`config.mk`:
```
export PLATFORM = sky130hd
export DESIGN_NAME = fsm_eg_driver
export DESIGN_NICKNAME = d
export VERILOG_FILES = /design/src/rtl/fsm_eg_pkg.sv /design/src/rtl/fsm_eg_model.sv /design/src/rtl/fsm_eg_driver.sv
export SDC_FILE = /design/constraint.sdc
export NUM_CORES = 1
export LEC_CHECK = 0
export BUFFER_PORTS_ARGS = -buffer_cell sky130_fd_sc_hd__buf_2
export CAP_MARGIN = 25
export CORE_UTILIZATION = 40
export DETAILED_ROUTE_END_ITERATION = 8
export PLACE_DENSITY = 0.7
export SLEW_MARGIN = 20
export SYNTH_ARGS = -nofsm -noshare
export SYNTH_HDL_FRONTEND = slang
export SYNTH_SLANG_ARGS = --single-unit
```
`constraint.sdc`:
```
create_clock -name clk -period 2 [get_ports clk]
set_input_delay 0.5 -clock clk [delete_from_list [all_inputs] [get_ports clk]]
set_output_delay 0.5 -clock clk [all_outputs]
set_load 0.02 [all_outputs]
```
`src/rtl/fsm_eg_pkg.sv`:
```
// Shared codes and transition function for the two-input example FSM
// and its transmit-side driver.
package fsm_eg_pkg;

  localparam logic [1:0] S0 = 2'b00;
  localparam logic [1:0] S1 = 2'b01;
  localparam logic [1:0] S2 = 2'b10;

  typedef enum logic [1:0] {
    IDLE  = 2'b00,
    DRIVE = 2'b01,
    CHECK = 2'b10,
    RESP  = 2'b11
  } drv_state_t;

  // Target transition; the unused code 11 falls back to S0.
  function automatic logic [1:0] next_state(
    input logic [1:0] s,
    input logic       a,
    input logic       b
  );
    logic [1:0] n;
    n = S0;
    case (s)
      S0:      n = !a ? S0 : (b ? S2 : S1);
      S1:      n = a ? S0 : S1;
      default: n = S0;
    endcase
    return n;
  endfunction

endpackage

```
`src/rtl/fsm_eg_model.sv`:
```
// Combinational reference of the target FSM: next state plus expected
// Mealy y0 and Moore y1. Ports: state, a, b in; nxt, y0_exp, y1_exp out.
module fsm_eg_model
  import fsm_eg_pkg::*;
(
  input  logic [1:0] state,
  input  logic       a,
  input  logic       b,
  output logic [1:0] nxt,
  output logic       y0_exp,
  output logic       y1_exp
);

  assign nxt    = next_state(state, a, b);
  assign y1_exp = (state == S0) || (state == S1);
  assign y0_exp = (state == S0) && a && b;

endmodule

```
`src/rtl/fsm_eg_driver.sv`:
```
// Command-driven stimulus generator for the example FSM with a shadow
// copy of its state. Ports: clk, rst; cmd_valid/ready, cmd_a, cmd_b,
// cmd_len in; a, b drive out; y0, y1 observed; rsp_valid/ready, rsp_ok,
// rsp_state, err_cnt out. Output checking is built only when
// FSM_DRV_CHECK_EN is defined; otherwise rsp_ok=1 and err_cnt=0.
module fsm_eg_driver
  import fsm_eg_pkg::*;
#(
  parameter int LEN_W = 4,
  parameter int ERR_W = 8
) (
  input  logic             clk,
  input  logic             rst,
  input  logic             cmd_valid,
  output logic             cmd_ready,
  input  logic             cmd_a,
  input  logic             cmd_b,
  input  logic [LEN_W-1:0] cmd_len,
  output logic             a,
  output logic             b,
  input  logic             y0,
  input  logic             y1,
  output logic             rsp_valid,
  input  logic             rsp_ready,
  output logic             rsp_ok,
  output logic [1:0]       rsp_state,
  output logic [ERR_W-1:0] err_cnt
);

  drv_state_t       st;
  drv_state_t       st_nx;
  logic [LEN_W-1:0] cnt;
  logic [1:0]       shadow;
  logic [1:0]       shadow_nx;
  logic             y0_exp;
  logic             y1_exp;
  logic             last;

  fsm_eg_model u_model (
    .state  (shadow),
    .a      (a),
    .b      (b),
    .nxt    (shadow_nx),
    .y0_exp (y0_exp),
    .y1_exp (y1_exp)
  );

  assign last = (cnt == '0);

  always_comb begin
    st_nx = st;
    unique case (st)
      IDLE:  if (cmd_valid) st_nx = DRIVE;
      DRIVE: if (last) st_nx = CHECK;
      CHECK: st_nx = RESP;
      RESP:  if (rsp_ready) st_nx = IDLE;
      default: st_nx = IDLE;
    endcase
  end

  always_ff @(posedge clk or posedge rst) begin
    if (rst) begin
      st     <= IDLE;
      cnt    <= '0;
      a      <= 1'b0;
      b      <= 1'b0;
      shadow <= S0;
    end else begin
      st <= st_nx;
      if (st == IDLE && cmd_valid) begin
        a   <= cmd_a;
        b   <= cmd_b;
        cnt <= cmd_len;
      end
      if (st == DRIVE) begin
        // Target FSM samples a/b on this same edge.
        shadow <= shadow_nx;
        if (last) begin
          a <= 1'b0;
          b <= 1'b0;
        end else begin
          cnt <= cnt - 1'b1;
        end
      end
    end
  end

  assign cmd_ready = (st == IDLE);
  assign rsp_valid = (st == RESP);
  assign rsp_state = shadow;

`ifdef FSM_DRV_CHECK_EN
  logic             mis;
  logic             ok;
  logic [ERR_W-1:0] err;

  assign mis = (y0 != y0_exp) || (y1 != y1_exp);

  always_ff @(posedge clk or posedge rst) begin
    if (rst) begin
      ok  <= 1'b1;
      err <= '0;
    end else begin
      if (st == IDLE && cmd_valid) begin
        ok <= 1'b1;
      end else if ((st == DRIVE || st == CHECK) && mis) begin
        ok <= 1'b0;
      end
      if (mis && err != '1) begin
        err <= err + 1'b1;
      end
    end
  end

  assign rsp_ok  = ok;
  assign err_cnt = err;
`else
  logic unused_obs;
  assign unused_obs = ^{y0, y1, y0_exp, y1_exp};
  assign rsp_ok     = 1'b1;
  assign err_cnt    = '0;
`endif

endmodule

```
==> flow_summary.ini <==
[grt]
antenna_found_initial = 0
grt_overflow = 0
grt_usage = 0.153
grt_max_degree = 12
grt_pass1_wl_um = 2130
grt_pass1_vias = 492

[power]
leakagePower_uw = 0.000428
pwr-share-clk = 0.149
seq_power_share = 0.326
switching_share = 0.433
powerDensity_mw_per_mm2 = 1540
combPwrFrac = 0.524
p_sw_uw = 532
vdd_ir_drop_max_uv = 832
intPower_uw = 697

[sta]
setup_viol = 0
layout_setup_ws_ns = 0.0687
fmax_mhz = 518
hold_viol = 0
fin_crit_ns = 1.93
post-route-period-util = 0.966
finClkSkew_ns = 0.00273
fin_tns_setup_ns = 0
finalMaxSlewViolations = 0

[clocking]
ctsHtreeMaxLevel = 1
tritoncts = built
clk_pin_slew_ns = 0.07
root_buffer = clkbuf_4
clockBufferDepth = 2
clock-sinks = 10
cts_setup_buffers = 0
numCtsBuffers = 3
clock_latency_ns = 0.26

[finish]
fill_cells = 160
diodes = 0
drive_above_1_share = 0.266
fin_cells = 110
final_core_util = 0.507
nets = 113
multi_input_area_um2 = 362
area_growth_pct = 14.3
regArea_um2 = 250

[die]
boundaryPins = 27
coreArea_mm2 = 0.00158
design.die.area_mm2 = 0.00192
start_util = 0.444
die_w_um = 43.8
die_y_um = 43.8
rows = 14

[drt]
wl_um = 1320
firstDrtPassIters = 6
wl_per_cell_um = 12.0
drc = 2
via_per_inst = 5.25
antenna_left = 0
vias = 578
drt_iter0_markers = 20

[outcome]
violations = design-rule violations
status = finished with violations

[yosys]
yosys.cell_types.count = 30
ys_top_cells_by_count = dfrtp_1, buf_4, inv_1
yosys_warnings = 0
yosys_register_bits = 10
syn_inst = 76
synthArstFlopShare = 1.00
seq_area_frac_synth = 0.358
synth-edff-count = 0
synthFlopType = dfrtp_1
synth.most_common_cell = dfrtp_1
syn_area_per_cell_um2 = 9.20
yosysTopAreaCell = dfrtp_1
yosys-top-cells-area = dfrtp_1, ha_1, buf_4
netlist.area_leader.share = 0.358
synth_area_um2 = 699

[worst_setup_path]
worst-path-max-fanout = 5
arrival_ns = 2.08
crit_required_ns = 2.15
critPathLaunchType = flop
worst-setup-path-type = flop to flop
worstSetupEndpointType = flop
r2r_cells = 5

[placed_design]
place_ws_ns = 0.0733
dp_hpwl_um = 986
portBuffers = 15
placed_cells_incl_taps = 106
gp_congestion = 0.817

[worst_hold_path]
worstHoldPathType = input port to async pin

[run]
drv_cap = 0
## metal layers
layer | global-route usage | share of wire
met5 | 0 | 0
met4 | 0.0563 | 0
met3 | 0.0542 | 0.076
met2 | 0.233 | 0.46
met1 | 0.198 | 0.47
## final timing paths
check                                      endpoint                      from  slack [ns]
hold / removal                    st[1]$_DFFE_PP0P_                       rst        0.21
setup / recovery                  st[1]$_DFFE_PP0P_          cnt[0]$_DFF_PP0_        0.07
min in group clk                        b$_DFF_PP0_                     cmd_b        0.47
hold reg to reg            rsp_state[0]$_DFFE_PP0N_  rsp_state[0]$_DFFE_PP0N_        0.50
setup reg to reg                  st[1]$_DFFE_PP0P_          cnt[0]$_DFF_PP0_        0.07
max in group asynchronous  rsp_state[1]$_DFFE_PP0N_                       rst        1.51
## power by group through the flow
stage	Clock, uW	Combinational [uW]	Sequential [uW]
floorplan	0	450	423
global placement	0	621	395
detailed placement	0	644	404
CTS	192	645	401
global route	199	728	416
finish	184	645	401
## per-stage QoR
step           total power, uW  hold slack [ns]  area [um^2]
6_report                  1230            0.207          800
5_1_grt                   1340            0.246          800
4_1_cts                   1240            0.212          797
3_5_place_dp              1050            0.493          761
3_3_place_gp              1020            0.485          761
2_1_floorplan              873            0.340          726
## area by class of cell
type	count	share of cell area
Clock buffer	4	0.0454
Sequential cell	10	0.313
Multi-Input combinational cell	53	0.452
Tap cell	16	0.0250
Timing Repair Buffer	18	0.122
Inverter	9	0.0423
## cell usage in the layout, fill, tap and decap left out, types with 2 or more instances in the layout
master	instances
buf_2	15
dfrtp_1	10
inv_1	9
conb_1	9
nand2_1	6
ha_1	5
o21ai_0	3
a21oi_1	3
nand3_1	3
clkbuf_4	3
buf_4	3
mux2i_1	2
a221oi_1	2
o2bb2ai_1	2
nor2_1	2
## sequential cells by signal, summed over array words and instances (netlist names)
name,flops
b,1
a,1
st,2
rsp_state,2
cnt,4
## critical path, cell delays in order (launching register included)
cell	delay, ns
dfrtp_1	0.42
inv_1	0.08
ha_2	0.20
or3b_1	0.39
a222oi_1	0.35
mux2_1	0.36
## cell families after synthesis
| group | after synthesis | share of synthesized area |
|---|---|---|
| flip-flops | 10 | 0.358 |
| AND/OR/NAND/NOR | 20 | 0.163 |
| AO/OA/AOI/OAI | 15 | 0.150 |
| buffers and inverters | 20 | 0.166 |
| adder cells (fa/ha/maj) | 6 | 0.107 |
| other | 2 | 0.0107 |
| multiplexers | 3 | 0.0447 |
## repair_timing
item                                    in CTS  in global routing
resized for setup                            0                  1
endpoints found under the setup margin       0                  2
hold buffers                                 0                  0
No activity file was read; power rests on OpenSTA's default activity.
